[src/rtl/control_sequencer_pkg.sv]
// ============================================================================
// cpu_ctrl_pkg: opcodes, instruction classes, sequencer states, step indices
// and the datapath strobe bundle shared by the control sequencer.
// Revision: 1.0
// ============================================================================
`default_nettype none

package cpu_ctrl_pkg;

    localparam int OP_W   = 5;
    localparam int STEP_W = 3;

    localparam logic [OP_W-1:0] OP_LD   = 5'd0;
    localparam logic [OP_W-1:0] OP_LDI  = 5'd1;
    localparam logic [OP_W-1:0] OP_ST   = 5'd2;
    localparam logic [OP_W-1:0] OP_ADD  = 5'd3;
    localparam logic [OP_W-1:0] OP_SUB  = 5'd4;
    localparam logic [OP_W-1:0] OP_AND  = 5'd5;
    localparam logic [OP_W-1:0] OP_OR   = 5'd6;
    localparam logic [OP_W-1:0] OP_ROR  = 5'd7;
    localparam logic [OP_W-1:0] OP_ROL  = 5'd8;
    localparam logic [OP_W-1:0] OP_SHR  = 5'd9;
    localparam logic [OP_W-1:0] OP_SHRA = 5'd10;
    localparam logic [OP_W-1:0] OP_SHL  = 5'd11;
    localparam logic [OP_W-1:0] OP_ADDI = 5'd12;
    localparam logic [OP_W-1:0] OP_ANDI = 5'd13;
    localparam logic [OP_W-1:0] OP_ORI  = 5'd14;
    localparam logic [OP_W-1:0] OP_DIV  = 5'd15;
    localparam logic [OP_W-1:0] OP_MUL  = 5'd16;
    localparam logic [OP_W-1:0] OP_NOP  = 5'd26;
    localparam logic [OP_W-1:0] OP_HALT = 5'd27;

    typedef enum logic [2:0] {
        C_NOP, C_ALU, C_IMM, C_LD, C_ST, C_MULDIV, C_HALT
    } iclass_t;

    typedef enum logic [1:0] {
        S_RST, S_RUN, S_HALT
    } state_t;

    localparam logic [STEP_W-1:0] T0 = 3'd0;
    localparam logic [STEP_W-1:0] T1 = 3'd1;
    localparam logic [STEP_W-1:0] T2 = 3'd2;
    localparam logic [STEP_W-1:0] T3 = 3'd3;
    localparam logic [STEP_W-1:0] T4 = 3'd4;
    localparam logic [STEP_W-1:0] T5 = 3'd5;
    localparam logic [STEP_W-1:0] T6 = 3'd6;
    localparam logic [STEP_W-1:0] T7 = 3'd7;

    typedef struct packed {
        logic PCout;   logic Zhighout; logic Zlowout; logic MDRout; logic Cout;
        logic MARin;   logic PCin;     logic MDRin;   logic IRin;   logic Yin;
        logic Zin;     logic HIin;     logic LOin;    logic IncPC;
        logic Read;    logic Write;
        logic Gra;     logic Grb;      logic Grc;     logic Rin;    logic Rout;
        logic BAout;
    } strobes_t;

endpackage

`default_nettype wire

[src/rtl/control_sequencer_if.sv]
// ============================================================================
// control_sequencer_if: IR/handshake inputs and strobe outputs between the
// control sequencer (master) and the datapath (slave).
// Revision: 1.0
// ============================================================================
`default_nettype none

interface control_sequencer_if;
    logic [31:0] ir;
    logic        mem_ready;
    logic        stop;
    logic        run;
    logic PCout, Zhighout, Zlowout, MDRout, Cout;
    logic MARin, PCin, MDRin, IRin, Yin, Zin, HIin, LOin, IncPC;
    logic Read, Write;
    logic Gra, Grb, Grc, Rin, Rout, BAout;

    modport master (
        input  ir, mem_ready, stop,
        output run,
        output PCout, Zhighout, Zlowout, MDRout, Cout,
        output MARin, PCin, MDRin, IRin, Yin, Zin, HIin, LOin, IncPC,
        output Read, Write,
        output Gra, Grb, Grc, Rin, Rout, BAout
    );

    modport slave (
        output ir, mem_ready, stop,
        input  run,
        input  PCout, Zhighout, Zlowout, MDRout, Cout,
        input  MARin, PCin, MDRin, IRin, Yin, Zin, HIin, LOin, IncPC,
        input  Read, Write,
        input  Gra, Grb, Grc, Rin, Rout, BAout
    );
endinterface

`default_nettype wire

[src/rtl/control_sequencer_decode.sv]
// ============================================================================
// opcode_class_decode: maps an opcode to its instruction class and the index
// of the final execute step of that class.
// Revision: 1.0
// ============================================================================
`default_nettype none

module opcode_class_decode
    import cpu_ctrl_pkg::*;
(
    input  logic [OP_W-1:0]   opcode,
    output iclass_t           cls,
    output logic [STEP_W-1:0] last_step
);

    always_comb begin
        cls       = C_NOP;
        last_step = T2;
        case (opcode)
            OP_ADD, OP_SUB, OP_AND, OP_OR, OP_ROR, OP_ROL,
            OP_SHR, OP_SHRA, OP_SHL: begin cls = C_ALU;    last_step = T5; end
            OP_ADDI, OP_ANDI, OP_ORI,
            OP_LDI:                  begin cls = C_IMM;    last_step = T5; end
            OP_LD:                   begin cls = C_LD;     last_step = T7; end
            OP_ST:                   begin cls = C_ST;     last_step = T7; end
            OP_MUL, OP_DIV:          begin cls = C_MULDIV; last_step = T6; end
            OP_HALT:                 begin cls = C_HALT;   last_step = T2; end
            default:                 begin cls = C_NOP;    last_step = T2; end
        endcase
    end

endmodule

`default_nettype wire

[src/rtl/control_sequencer.sv]
// ============================================================================
// control_sequencer: hard-wired control unit stepping fetch and per-class
// execute steps, with memory-handshake stalls and halt handling.
// Revision: 1.0
// ============================================================================
`default_nettype none

module control_sequencer
    import cpu_ctrl_pkg::*;
(
    input  logic                clk,
    input  logic                rst,
    control_sequencer_if.master bus
);

    state_t            state, state_nx;
    logic [STEP_W-1:0] step, step_nx;
    logic              stop_pend, stop_pend_nx;
    iclass_t           cls;
    logic [STEP_W-1:0] last_step;
    logic              wait_step;
    strobes_t          strb;

    opcode_class_decode u_decode (
        .opcode    (bus.ir[31:27]),
        .cls       (cls),
        .last_step (last_step)
    );

    always_ff @(posedge clk or negedge rst) begin
        if (!rst) begin
            state     <= S_RST;
            step      <= T0;
            stop_pend <= 1'b0;
        end else begin
            state     <= state_nx;
            step      <= step_nx;
            stop_pend <= stop_pend_nx;
        end
    end

    assign wait_step = (step == T1) || (cls == C_LD && step == T6) ||
                       (cls == C_ST && step == T7);

    // A stop seen anywhere in the instruction is remembered so it takes
    // effect at retirement even if the request was only a pulse.
    always_comb begin
        state_nx     = state;
        step_nx      = step;
        stop_pend_nx = stop_pend;
        case (state)
            S_RST: begin
                state_nx     = S_RUN;
                step_nx      = T0;
                stop_pend_nx = 1'b0;
            end
            S_RUN: begin
                if (bus.stop) stop_pend_nx = 1'b1;
                if (!wait_step || bus.mem_ready) begin
                    if (step == last_step) begin
                        step_nx = T0;
                        if (cls == C_HALT || bus.stop || stop_pend)
                            state_nx = S_HALT;
                    end else begin
                        step_nx = step + 3'd1;
                    end
                end
            end
            default: ;
        endcase
    end

    always_comb begin
        strb = '0;
        if (state == S_RUN) begin
            case (step)
                T0: begin strb.PCout = 1'b1; strb.MARin = 1'b1; strb.IncPC = 1'b1; strb.Zin = 1'b1; end
                T1: begin strb.Zlowout = 1'b1; strb.PCin = 1'b1; strb.Read = 1'b1; strb.MDRin = 1'b1; end
                T2: begin strb.MDRout = 1'b1; strb.IRin = 1'b1; end
                default: begin
                    case (cls)
                        C_ALU: begin
                            case (step)
                                T3: begin strb.Grb = 1'b1; strb.Rout = 1'b1; strb.Yin = 1'b1; end
                                T4: begin strb.Grc = 1'b1; strb.Rout = 1'b1; strb.Zin = 1'b1; end
                                T5: begin strb.Zlowout = 1'b1; strb.Gra = 1'b1; strb.Rin = 1'b1; end
                                default: ;
                            endcase
                        end
                        C_IMM, C_LD, C_ST: begin
                            case (step)
                                T3: begin strb.Grb = 1'b1; strb.Rout = 1'b1; strb.BAout = 1'b1; strb.Yin = 1'b1; end
                                T4: begin strb.Cout = 1'b1; strb.Zin = 1'b1; end
                                T5: begin
                                    strb.Zlowout = 1'b1;
                                    if (cls == C_IMM) begin strb.Gra = 1'b1; strb.Rin = 1'b1; end
                                    else              strb.MARin = 1'b1;
                                end
                                T6: begin
                                    strb.MDRin = 1'b1;
                                    if (cls == C_LD) strb.Read = 1'b1;
                                    else begin strb.Gra = 1'b1; strb.Rout = 1'b1; end
                                end
                                T7: begin
                                    if (cls == C_LD) begin strb.MDRout = 1'b1; strb.Gra = 1'b1; strb.Rin = 1'b1; end
                                    else             strb.Write = 1'b1;
                                end
                                default: ;
                            endcase
                        end
                        C_MULDIV: begin
                            case (step)
                                T3: begin strb.Gra = 1'b1; strb.Rout = 1'b1; strb.Yin = 1'b1; end
                                T4: begin strb.Grb = 1'b1; strb.Rout = 1'b1; strb.Zin = 1'b1; end
                                T5: begin strb.Zlowout = 1'b1; strb.LOin = 1'b1; end
                                T6: begin strb.Zhighout = 1'b1; strb.HIin = 1'b1; end
                                default: ;
                            endcase
                        end
                        default: ;
                    endcase
                end
            endcase
        end
    end

    assign bus.run = (state == S_RUN);
    assign {bus.PCout, bus.Zhighout, bus.Zlowout, bus.MDRout, bus.Cout,
            bus.MARin, bus.PCin, bus.MDRin, bus.IRin, bus.Yin,
            bus.Zin, bus.HIin, bus.LOin, bus.IncPC,
            bus.Read, bus.Write,
            bus.Gra, bus.Grb, bus.Grc, bus.Rin, bus.Rout,
            bus.BAout} = strb;

endmodule

`default_nettype wire

[src/flat_wrapper.sv]
// flat-port wrapper written by rule: the top's interface ports become plain ports
module control_sequencer_flat import cpu_ctrl_pkg::*;
  (clk, rst, bus_ir, bus_mem_ready, bus_stop, bus_run, bus_PCout, bus_Zhighout, bus_Zlowout, bus_MDRout, bus_Cout, bus_MARin, bus_PCin, bus_MDRin, bus_IRin, bus_Yin, bus_Zin, bus_HIin, bus_LOin, bus_IncPC, bus_Read, bus_Write, bus_Gra, bus_Grb, bus_Grc, bus_Rin, bus_Rout, bus_BAout);
  control_sequencer_if bus_i ();
  input  logic clk;
  input  logic rst;
  input wire logic [$bits(bus_i.ir)-1:0] bus_ir;
  input wire logic [$bits(bus_i.mem_ready)-1:0] bus_mem_ready;
  input wire logic [$bits(bus_i.stop)-1:0] bus_stop;
  output wire logic [$bits(bus_i.run)-1:0] bus_run;
  output wire logic [$bits(bus_i.PCout)-1:0] bus_PCout;
  output wire logic [$bits(bus_i.Zhighout)-1:0] bus_Zhighout;
  output wire logic [$bits(bus_i.Zlowout)-1:0] bus_Zlowout;
  output wire logic [$bits(bus_i.MDRout)-1:0] bus_MDRout;
  output wire logic [$bits(bus_i.Cout)-1:0] bus_Cout;
  output wire logic [$bits(bus_i.MARin)-1:0] bus_MARin;
  output wire logic [$bits(bus_i.PCin)-1:0] bus_PCin;
  output wire logic [$bits(bus_i.MDRin)-1:0] bus_MDRin;
  output wire logic [$bits(bus_i.IRin)-1:0] bus_IRin;
  output wire logic [$bits(bus_i.Yin)-1:0] bus_Yin;
  output wire logic [$bits(bus_i.Zin)-1:0] bus_Zin;
  output wire logic [$bits(bus_i.HIin)-1:0] bus_HIin;
  output wire logic [$bits(bus_i.LOin)-1:0] bus_LOin;
  output wire logic [$bits(bus_i.IncPC)-1:0] bus_IncPC;
  output wire logic [$bits(bus_i.Read)-1:0] bus_Read;
  output wire logic [$bits(bus_i.Write)-1:0] bus_Write;
  output wire logic [$bits(bus_i.Gra)-1:0] bus_Gra;
  output wire logic [$bits(bus_i.Grb)-1:0] bus_Grb;
  output wire logic [$bits(bus_i.Grc)-1:0] bus_Grc;
  output wire logic [$bits(bus_i.Rin)-1:0] bus_Rin;
  output wire logic [$bits(bus_i.Rout)-1:0] bus_Rout;
  output wire logic [$bits(bus_i.BAout)-1:0] bus_BAout;
  assign bus_i.ir = bus_ir;
  assign bus_i.mem_ready = bus_mem_ready;
  assign bus_i.stop = bus_stop;
  assign bus_run = bus_i.run;
  assign bus_PCout = bus_i.PCout;
  assign bus_Zhighout = bus_i.Zhighout;
  assign bus_Zlowout = bus_i.Zlowout;
  assign bus_MDRout = bus_i.MDRout;
  assign bus_Cout = bus_i.Cout;
  assign bus_MARin = bus_i.MARin;
  assign bus_PCin = bus_i.PCin;
  assign bus_MDRin = bus_i.MDRin;
  assign bus_IRin = bus_i.IRin;
  assign bus_Yin = bus_i.Yin;
  assign bus_Zin = bus_i.Zin;
  assign bus_HIin = bus_i.HIin;
  assign bus_LOin = bus_i.LOin;
  assign bus_IncPC = bus_i.IncPC;
  assign bus_Read = bus_i.Read;
  assign bus_Write = bus_i.Write;
  assign bus_Gra = bus_i.Gra;
  assign bus_Grb = bus_i.Grb;
  assign bus_Grc = bus_i.Grc;
  assign bus_Rin = bus_i.Rin;
  assign bus_Rout = bus_i.Rout;
  assign bus_BAout = bus_i.BAout;
  control_sequencer u_core (.clk(clk), .rst(rst), .bus(bus_i));
endmodule
[config.mk]
export PLATFORM = sky130hd
export DESIGN_NAME = control_sequencer_flat
export DESIGN_NICKNAME = d
export VERILOG_FILES = /design/src/rtl/control_sequencer_pkg.sv /design/src/rtl/control_sequencer_if.sv /design/src/rtl/control_sequencer_decode.sv /design/src/rtl/control_sequencer.sv /design/src/flat_wrapper.sv
export SDC_FILE = /design/constraint.sdc
export NUM_CORES = 1
export LEC_CHECK = 0
export ABC_AREA = 1
export BUFFER_PORTS_ARGS = -buffer_cell sky130_fd_sc_hd__buf_4
export CAP_MARGIN = 20
export CORE_ASPECT_RATIO = 0.7
export CORE_UTILIZATION = 48
export CTS_CLUSTER_DIAMETER = 40
export DETAILED_ROUTE_END_ITERATION = 6
export HOLD_SLACK_MARGIN = 0.1
export PLACE_DENSITY = 0.85
export SLEW_MARGIN = 25
export SYNTH_ARGS = -nofsm -noshare
export SYNTH_HDL_FRONTEND = slang
export SYNTH_SLANG_ARGS = --single-unit
[constraint.sdc]
create_clock -name clk -period 2.65 [get_ports clk]
set_input_delay 0.3975 -clock clk [delete_from_list [all_inputs] [get_ports clk]]
set_output_delay 0.3975 -clock clk [all_outputs]
set_load 0.02 [all_outputs]
* Word-level counts from Yosys, hierarchy flattened
Memory sizes are Yosys's and may differ from the RTL's.
Index checks and enable logic that the tools add are counted.
** Word-level totals
- Flip-flop bits (word level) :: 6
- Memory bits (read-only) :: 192
- Input bits :: 36
- Output and inout bits :: 23
- Memories :: 1
** Operators by class
- Add/sub/neg operators :: 1
- Equality and inequality tests :: 19
- Mux-type cells :: 52
- Reductions and logical operators :: 22
** Memory list
- (name not given) :: depth 32, bits a word 6, rd ports 1, clocked after memory_dff 0, wr ports 0, RTL line control_sequencer_decode.sv:19 : case (opcode)
** Operators by type and width (number)
- 1-bit 2-to-1 mux :: 25
- 22-bit 2-to-1 mux :: 1
- 1-bit case mux with 2 select lines :: 11
- 3-bit equality test, second input constant :: 7
- 2-bit 2-to-1 mux :: 7
- 3-bit by 2-bit equality test with 1-bit output, second input constant :: 4
- 2-bit OR reduction :: 5
- 3-bit 2-to-1 mux :: 3
- 7-bit 2-to-1 mux :: 1
- 3-bit by 1-bit equality test with 1-bit output, second input constant :: 2
- 2-bit by 1-bit inequality test with 1-bit output, second input constant :: 3
- 2-bit case mux with 3 select lines :: 1
- 3-bit case mux with 2 select lines :: 1
- 3-bit OR reduction :: 2
- 1-bit logical OR :: 5
- 5-bit OR reduction :: 1
- 2-bit case mux with 2 select lines :: 1
- 2-bit AND reduction :: 2
- 4-bit AND reduction :: 1
- 3-bit by 1-bit adder with 3-bit output, second input constant :: 1
- 3-bit equality test :: 1
- 3-bit zero test :: 1
- 1-bit case mux with 3 select lines :: 1
- 2-bit by 1-bit equality test with 1-bit output, second input constant :: 1
- 5 further kinds :: 6

* Depth between registers and ports, before layout
Gate-level depths: netlist of run 1.
An unclocked memory read counts as a cell.
- Depth in word-level cells :: 9
- Depth in mapped cells :: 14
- Mapped depth without buffers :: 14

* Hierarchy
From an unflattened synthesis of run 1, not the netlist that was laid out.
** Second synthesis, totals
- Cells, all modules :: 170
- Area total of the unflattened synthesis :: 1046.0 um^2
** Modules (own cells, without submodules)
- control_sequencer :: instances 1, cells each 135, area each 848.3 um^2
- opcode_class_decode :: instances 1, cells each 35, area each 197.7 um^2

* Worst setup path before layout of run 1
No wires, ideal clock.
- Path type :: input port to output port
- From :: input bus_ir[27]
- To :: output bus_Zhighout
- Arrival time :: 1.858 ns
- Required time :: 2.253 ns
- Setup slack :: 0.394 ns
- Stages :: 12
- Path through :: inv_1 -> ha_1 -> nand2_1 -> nand2_1 -> nand2_1 -> nand2_2 -> inv_2 -> nand2_2 -> nor2_2 -> nand2_1 -> nor2_1 -> buf_4
** On the way
- Longest elaborated chain between the ends :: 5
** RTL lines
- start, declared :: RTL line flat_wrapper.sv:7 : input wire logic [$bits(bus_i.ir)-1:0] bus_ir;
- memory 32 x 6 bit
- 3-bit equality test :: RTL line control_sequencer.sv:81 : case (cls)
- 1-bit 2-to-1 mux :: RTL line control_sequencer.sv:81
- 1-bit 2-to-1 mux :: RTL line control_sequencer.sv:76 : case (step)
- 22-bit 2-to-1 mux :: RTL line control_sequencer.sv:75 : if (state == S_RUN) begin
- end, declared :: RTL line flat_wrapper.sv:12 : output wire logic [$bits(bus_i.Zhighout)-1:0] bus_Zhighout;
Every way passes these cells.

* Worst setup path in the final report of run 1
- From :: register u_core.step[0]
- To :: output bus_MARin
** On the way
- Longest elaborated chain between the ends :: 5
- Elaborated cells between the ends (all ways) :: 9
** RTL lines
- start, declared :: RTL line control_sequencer.sv:17 : logic [STEP_W-1:0] step, step_nx;
- start signal, assigned :: RTL line control_sequencer.sv:37 : step <= step_nx;
- 3-bit equality test :: RTL line control_sequencer.sv:91 : case (step)
- 1-bit 2-to-1 mux :: RTL line control_sequencer.sv:91
- 3-bit 2-to-1 mux :: RTL line control_sequencer.sv:81
- 1-bit case mux with 2 select lines * :: RTL line control_sequencer.sv:76
- 22-bit 2-to-1 mux * :: RTL line control_sequencer.sv:75
- end, declared :: RTL line flat_wrapper.sv:16 : output wire logic [$bits(bus_i.MARin)-1:0] bus_MARin;
Mark *: on every way between the ends. The rest lies on a longest branch, timed or not.

==> metrics.txt, run 1 <==
Crit path arrival time=2.00 ns; CTS tree=built; critical-path cell list=inv_1 > ha_1 > inv_1 > nor2_1 > nor3_2 > o21ai_0 > a21oi_1 > buf_4; post-layout min period=2.39 ns; grt total ovfl=0; period utilization=90.3%; Port Buffers=31; die height=41.9 um; R2R depth=8; setup-violating endpoint count in the final report=0; dpl ws=0.368 ns; Power Density=185 nW/um2; routability congestion estimate=0.908; total length of routed wires=2540 um; wire per inst=10.2 um; Crit Path Class=flop to output port; Slew Limit Fails=0; Achievable Freq=418 MHz; Yosys warnings=0; Critical-path top delay cell=dfrtp_1; Max rail drop VDD=259 uV; Initial DRC Count=22; Final ANT Viol Nets=0; Fin Hold WS=0.441 ns; htree depth=1; most area-hungry cell type in the Yosys netlist=nand2_1; max cap viols=0; Hold Path Class=input pin to flop; status=finished clean; Post-Syn Nets=229; Layout Utilization=64.8%; most frequent CP cell=inv_1; Sink Count=6; DP HPWL=2120 um; die area=2470 um2; post-route setup TNS=0 ns; core box area=2140 um2; Via Count=1176; Root Driver=clkbuf_4; EDFF count, synth=0; Initial Utilization=51.0%; count of buffer and inverter cells on the critical path=3; Syn Area/Cell=5.96 um2; post-synthesis sequential area ratio=13.8%; initial antenna violation count=0; 1st-pass router iterations=4; worst skew pair latency=0.25 ns; CP peak stage delay=0.48 ns; CTS clk-pin slew, worst paths=0.05 ns; slew of the pin with the lowest slew margin=0.378 ns; Final Hold Viols=0; CP Capture Type=output port; unrepaired setup endpoints after global routing=no; Reg2Reg Setup Slack=0.95 ns; die width=59.0 um; ratio of cells with drive above 1 in the final layout=31.9%; crit path launch type=flop; Layout area overhead=27.1%; Reg2Reg Launch Point=u_core.step[0]; leakage=0.000755 uW; slew margin rel.=74.8%; final instance area=1390 um2; post-synth cell types=24; I/O pin total=59; Post-layout nets=264; most common library cells after synthesis=nand2_1 (43), inv_1 (26), nor2_1 (18), nand3_1 (15), nand2_2 (13); DR vias/cell=4.74; Final WS setup=0.257 ns; Mapped Cells=183; Antenna diodes=0; Tot GR Track Use=22.8%; DRC Markers=0; # fillers=223; Yosys reg bits=6; number of CTS-inserted buffers=3; Bufs on Longest Clock Path=2; Post-Syn Area=1090 um2; synth top area cells=nand2_1 (15%), dfrtp_1 (14%), ha_1 (11%); Cell Area, Placed=1350 um2; most frequently used flop master after synthesis=dfrtp_1; CP top delay family=flip-flops; CP Data Required Time=2.25 ns; worst clock skew=0.00526 ns; row cnt=14; number of global-route vias before repair=1038; CP Capture Point=bus_MARin; count leader, synth=nand2_1; cell count along the critical path=8; critical path startpoint=u_core.step[0]; worst-path fanout max=7; pin count of the biggest net entering global routing=14; first-pass GRT wire length=4290 um; asr flop ratio synth=100%; Crit Reg-Reg Endpoint=u_core.step[0]; area share of the largest cell type after synthesis=14.8%
[cell families after synthesis]
| family | share of synthesized area, % |
|---|---|
| xor+xnor | 0.804 |
| simple gates | 49.9 |
| buf+inv | 14.0 |
| flops | 13.8 |
| fa+ha+maj | 11.5 |
| compound gates | 9.99 |
[layout by cell type, fill, tap and decap left out, types with 2 or more instances in the layout]
| master | instances |
|---|---|
| nand2_1 | 43 |
| buf_4 | 32 |
| inv_1 | 26 |
| nor2_1 | 18 |
| nand3_1 | 15 |
| nand2_2 | 13 |
| ha_1 | 10 |
| a21oi_1 | 8 |
| inv_2 | 7 |
| dfrtp_1 | 6 |
| o21ai_1 | 5 |
| o21ai_0 | 4 |
| nand4_1 | 4 |
| nor2_2 | 3 |
| nand2_4 | 3 |
| nand3_2 | 3 |
| clkbuf_4 | 3 |
| nor2_4 | 2 |
| o211ai_1 | 2 |
| nor3_1 | 2 |
[tightest hold or removal path, delay by kind of cell]
| kind | cells | cell delay (ns) |
|---|---|---|
| AO/OA/AOI/OAI | 1 | 0.12 |
| buffers and inverters | 1 | 0.08 |
| AND/OR/NAND/NOR | 1 | 0.05 |
[per-layer routing]
metal / routed length, um / vias up / part of all wire (%) / GRT usage [%]
li1: - / 646 / - / -
met1: 1300 / 503 / 51 / 31.7
met2: 1140 / 27 / 45 / 37.3
met3: 99 / 0 / 3.9 / 3.74
met4: 0 / 0 / 0 / 4.29
met5: 0 / - / 0 / 0
[final cells by class]
type	count	area, um2	share of cell area, %
tap	32	40.0	2.89
multi-input combinational	140	792	57.2
clock buffer	3	22.5	1.63
timing repair buffer	33	250	18.1
sequential	6	150	10.8
inverter	34	130	9.39
[through the flow]
step | instances | power [uW]
2_1_floorplan | 183 | 148
3_3_place_gp | 244 | 171
3_5_place_dp | 244 | 172
4_1_cts | 248 | 261
5_1_grt | 248 | 276
6_report | 248 | 256
[where the power goes]
| group | leakage (uW) | internal [uW] | switching [uW] |
|---|---|---|---|
| clock network | 0.0000138 | 51.2 | 32.8 |
| registers | 0.0000786 | 92.0 | 0.0000000398 |
| logic | 0.000663 | 28.5 | 52.0 |
| total | 0.000755 | 172 | 84.8 |
[flip-flops by register name, indices dropped and copies added (netlist names)]
register          cells
u_core.stop_pend      1
u_core.state          2
u_core.step           3
[worst min path at each step]
stage | from | to | slack, ns | cells after the start
floorplan | rst | u_core.state[0] | 0.10 | 0
global placement | rst | u_core.stop_pend | 0.21 | 1
detailed placement | rst | u_core.stop_pend | 0.21 | 1
CTS | bus_stop | u_core.stop_pend | 0.44 | 3
global route | bus_stop | u_core.stop_pend | 0.47 | 3
finish | bus_stop | u_core.stop_pend | 0.44 | 3
[repair_timing]
| item | CTS | global route |
|---|---|---|
| hold endpoints to repair | 6 | 0 |
| endpoints found under the setup margin | 0 | 4 |
| setup buffers | 0 | 0 |
| gates resized for setup | 0 | 2 |
| hold buffers | 1 | 0 |
(Power assumes the default switching activity.)
==> run 2, diff against run 1 <==
- RECOVER_POWER: not set -> 100
==> metrics.txt, run 2 (synthesized netlist as in run 1, its figures left out) <==
beginning of the worst hold path=bus_stop; final instance area=1310 um2 (-5.7%); hold path depth=3 (unchanged); number of global-route vias before repair=1038 (unchanged); ratio of cells with drive above 1 in the final layout=24.1% (-7.9 points); commonest non-fill, non-tap cell in the layout=nand2_1; R2R depth=10 (+2); unrepaired setup endpoints after global routing=no; Reg2Reg Setup Slack=0.83 ns (-0.12 ns); Hold Path Class=input pin to flop; CTS clk-pin slew, worst paths=0.05 ns (about the same); # fillers=236 (+5.8%); htree depth=1 (unchanged); met3 wire len=113 um (+14%); Bufs on Longest Clock Path=2 (unchanged); die area=2470 um2 (unchanged); worst skew pair latency=0.25 ns (about the same); M1 WL=1300 um (about the same); DR vias/cell=4.76 (+0.34%); Max Used Layer=met3; Detail Route met2 WL=1150 um (+0.88%); Achievable Freq=414 MHz (-0.79%); Initial DRC Count=33 (+50%); post-layout min period=2.41 ns (+0.0191 ns); multi-input logic area=757 um2 (-4.4%); post-CTS setup buffers=0 (unchanged); Layout area overhead=19.9%; DP HPWL=2120 um (unchanged); Tot Pwr=251 uW (-2.2%); Hold Crit Endpoint=u_core.stop_pend; Initial Utilization=51.0% (unchanged); commonest non-fill, non-tap cells in the layout=nand2_1 (45), inv_1 (27), nor2_1 (20); number of CTS-inserted buffers=3 (unchanged); core box area=2140 um2 (unchanged); Post-layout nets=264 (unchanged); Power Density=192 nW/um2 (+3.7%); top flop regs=u_core.step: 3 flops, u_core.state: 2 flops, u_core.stop_pend: 1 flops; max cap viols=0 (unchanged); status=finished clean; DRC Markers=0 (unchanged); leakage=0.000704 uW (-6.7%); max reg flops=3 (unchanged); I/O pin total=59 (unchanged); Sink Count=6 (unchanged); Reg2Reg Launch Point=u_core.step[0]; Slew Limit Fails=0 (unchanged); first-pass GRT wire length=4290 um (unchanged); period utilization=91.0% (+0.72 points); crit path launch type=input pin; Crit Reg-Reg Endpoint=u_core.step[0]; area taken by flip-flops and latches=150 um2 (unchanged); Antenna diodes=0 (unchanged); row cnt=14 (unchanged); Tot GR Track Use=22.8% (unchanged); 1st-pass router iterations=4 (unchanged); Final ANT Viol Nets=0 (unchanged); Most flops, register=u_core.step; Cell Area, Placed=1350 um2 (unchanged); setup-violating endpoint count in the final report=0 (unchanged); slew of the pin with the lowest slew margin=0.384 ns (+0.00536 ns); Final Hold Viols=0 (unchanged); CP Capture Type=output port; Fin Hold WS=0.441 ns (+0.00000800 ns); initial antenna violation count=0 (unchanged); total length of routed wires=2560 um (+0.98%); CP Data Required Time=2.25 ns (about the same); routability congestion estimate=0.908 (unchanged); worst-path fanout max=5 (-2); worst clock skew=0.00536 ns (+0.0000993 ns); Port Buffers=31 (unchanged); Via Count=1180 (+0.34%); die height=41.9 um (unchanged); Root Driver=clkbuf_4; post-route setup TNS=0 ns (unchanged); Crit Path Class=input pin to output port; Max rail drop VDD=259 uV (-0.15%); grt total ovfl=0 (unchanged); slew margin rel.=74.4% (-0.36 points); Crit path arrival time=2.02 ns (+0.02 ns); wire per inst=10.3 um (+0.98%); pin count of the biggest net entering global routing=14 (unchanged); die width=59.0 um (unchanged); CTS tree=built
[run 2: critical path, stage by stage]
cell	delay, ns
buf_4	0.09
inv_1	0.05
ha_1	0.28
nand2_1	0.06
nand2_1	0.04
nand2_1	0.05
nand2_1	0.13
nor2_1	0.20
nand2_2	0.10
inv_2	0.07
nand2_1	0.06
nand2_1	0.06
nand3_1	0.07
a21oi_1	0.17
buf_4	0.17
[run 2: stage by stage]
stage	util [%]	setup slack (ns)	cells
final	61.1	0.237	248
after global routing	61.1	0.0321	248
after CTS	64.6	0.0966	248
after detailed placement	63.1	0.368	244
after global placement	63.1	0.370	244
after floorplan	-	0.394	183
[run 2: worst max-delay path by stage]
stage / slack [ns] / cells past startpoint / from / end
after floorplan: 0.39 / 12 / bus_ir[27] / bus_Zhighout
after global placement: 0.37 / 15 / bus_ir[27] / bus_Rin
after detailed placement: 0.37 / 15 / bus_ir[27] / bus_Rin
after CTS: 0.1 / 8 / u_core.step[0] / bus_MARin
after global routing: 0.03 / 8 / u_core.step[0] / bus_MARin
final: 0.24 / 15 / bus_ir[27] / bus_Rin
[run 2: metal layers]
layer / global-route usage (%) / vias to the layer above
met5: 0 / -
met4: 4.29 / 0
met3: 3.74 / 0
met2: 37.3 / 31
met1: 31.7 / 503
li1: - / 646
[run 2: power breakdown]
group | switching (uW) | total, uW | leakage (uW) | internal, uW
sequential | 0.0000000398 | 92.0 | 0.0000786 | 92.0
clock | 32.9 | 84.1 | 0.0000138 | 51.2
combinational | 48.7 | 74.7 | 0.000612 | 26.0
[run 2: layout make-up]
type,count,area share (%)
inverter,34,9.96
multi-input combinational,140,58.0
timing repair buffer,33,15.8
sequential,6,11.5
clock buffer,3,1.72
tap,32,3.07
[run 2: what timing repair did]
item                                    4_1_cts  5_1_grt
endpoints found under the hold margin         6        0
endpoints found under the setup margin        0        4
gates resized for setup                       0        2
hold buffers                                  1        0
==> run 3, diff against run 2 <==
- GPL_TIMING_DRIVEN: not set -> 0
==> metrics.txt, run 3 (synthesized netlist as in run 1, its figures left out) <==
post-route setup TNS=0 ns (unchanged); Max rail drop VDD=207 uV (-20%); period utilization=93.2% (+2.1 points); Sink Count=6 (unchanged); Bufs on Longest Clock Path=2 (unchanged); CP peak stage delay=0.46 ns (+0.18 ns); Final ANT Viol Nets=0 (unchanged); DP Cell Count=246 (+0.82%); Initial Utilization=51.0% (unchanged); max reg flops=3 (unchanged); Post-layout nets=266 (+0.76%); status=finished clean; most frequent CP cell=o21ai_0; DRC Markers=0 (unchanged); Crit Path Class=flop to output port; commonest non-fill, non-tap cell in the layout=nand2_1; Final WS setup=0.181 ns (-0.0565 ns); max cap viols=0 (unchanged); worst-path fanout max=7 (+2); first-pass GRT wire length=4230 um (-1.4%); Non-Filler Instances=250 (+0.81%); slew margin rel.=74.9% (+0.51 points); dpl ws=0.335 ns (-0.0324 ns); crit path launch type=flop; DR vias/cell=4.85 (+1.9%); commonest non-fill, non-tap cells in the layout=nand2_1 (46), inv_1 (27), buf_4 (21); worst skew pair latency=0.25 ns (about the same); CTS clk-pin slew, worst paths=0.04 ns (about the same); CP top delay family=compound AO/OA/AOI/OAI gates; Critical-path top delay cell=dfrtp_1; Final Hold Viols=0 (unchanged); count of buffer and inverter cells on the critical path=2 (-2); core box area=2140 um2 (unchanged); post-layout min period=2.47 ns (+0.0565 ns); Crit path arrival time=2.07 ns (+0.05 ns); worst clock skew=0.00412 ns (-0.00124 ns); critical path startpoint=u_core.step[0]; initial antenna violation count=0 (unchanged); top flop regs=u_core.step: 3 flops, u_core.state: 2 flops, u_core.stop_pend: 1 flops; Hold Path Class=input pin to flop; leakage=0.000714 uW (+1.4%); pin count of the biggest net entering global routing=11 (-3); wire per inst=10.0 um (-2.9%); beginning of the worst hold path=bus_stop; Reg2Reg Launch Point=u_core.step[0]; 1st-pass router iterations=4 (unchanged); total length of routed wires=2510 um (-2.1%); I/O pin total=59 (unchanged); post-CTS setup buffers=0 (unchanged); critical-path cell list=ha_1 > o21ai_0 > inv_1 > nor2_2 > o21ai_0 > a21oi_1 > clkbuf_2; routability congestion estimate=0.946 (+4.1%); htree depth=1 (unchanged); setup-violating endpoint count in the final report=0 (unchanged); Initial DRC Count=64 (+94%); Root Driver=clkbuf_4; Antenna diodes=0 (unchanged); CTS tree=built; slew of the pin with the lowest slew margin=0.372 ns (-0.0115 ns); CP Data Required Time=2.25 ns (about the same); die height=41.9 um (unchanged); number of global-route vias before repair=1006 (-3.1%); die area=2470 um2 (unchanged); number of CTS-inserted buffers=3 (unchanged); grt total ovfl=0 (unchanged); Layout area overhead=21.0%; Slew Limit Fails=0 (unchanged); Port Buffers=31 (unchanged); row cnt=14 (unchanged); Power Density=189 nW/um2 (-1.8%); Via Count=1212 (+2.7%); CP Capture Type=output port; Tot GR Track Use=22.6% (-0.26 points); unrepaired setup endpoints after global routing=no; Achievable Freq=405 MHz (-2.3%); die width=59.0 um (unchanged); Most flops, register=u_core.step; DP HPWL=2110 um (-0.65%); ratio of cells with drive above 1 in the final layout=24.3% (+0.24 points)
## run 3: cell type report
type | instances | area, um2
multi-input combinational | 140 | 754
tap | 32 | 40.0
fill | 226 | 818
sequential | 6 | 150
clock buffer | 3 | 22.5
timing repair buffer | 32 | 199
inverter | 34 | 130
buffer | 3 | 22.5
## run 3: final timing paths
kind | end | cells after the start | slack (ns)
hold / removal | u_core.stop_pend | 3 | 0.44
setup / recovery | bus_Rout | 7 | 0.18
max in group asynchronous | u_core.state[0] | 2 | 1.87
hold reg to reg | u_core.state[0] | 2 | 0.50
setup reg to reg | u_core.step[0] | 10 | 0.90
min in group asynchronous | u_core.step[2] | 2 | 0.54
## run 3: what timing repair did
action | 4_1_cts | 5_1_grt
gates resized for setup | 0 | 1
setup endpoints to repair | 0 | 3
hold buffers | 1 | 0
hold endpoints to repair | 6 | 0
## run 3: worst min-delay path: stages
cell and delay, ns:
buf_4 0.08, nor2_1 0.05, a21oi_1 0.12
## run 3: power breakdown
group / total (uW) / switching (uW) / internal, uW
sequential: 92.0 / 0.0000000418 / 92.0
clock: 82.8 / 31.7 / 51.1
combinational: 73.8 / 47.9 / 25.9
total: 249 / 79.6 / 169
## run 3: metrics by stage
| stage | utilization [%] | instance area (um2) | hold WS, ns | power (uW) |
|---|---|---|---|---|
| 6_report | 61.7 | 1320 | 0.439 | 249 |
| 4_1_cts | 65.3 | 1400 | 0.442 | 258 |
| 5_1_grt | 61.7 | 1320 | 0.452 | 268 |
| 3_3_place_gp | 63.8 | 1360 | 0.206 | 171 |
| 3_5_place_dp | 63.8 | 1360 | 0.207 | 172 |
| 2_1_floorplan | - | 1090 | 0.102 | 148 |
## run 3: routing by layer
metal | routed length (um) | vias to the layer above | global-route usage (%) | share of wire [%]
met4 | 8 | 0 | 4.29 | 0.32
met2 | 1070 | 45 | 35.7 | 43
met3 | 160 | 3 | 3.74 | 6.4
met1 | 1270 | 511 | 32.2 | 51
met5 | 0 | - | 0 | 0
li1 | - | 653 | - | -
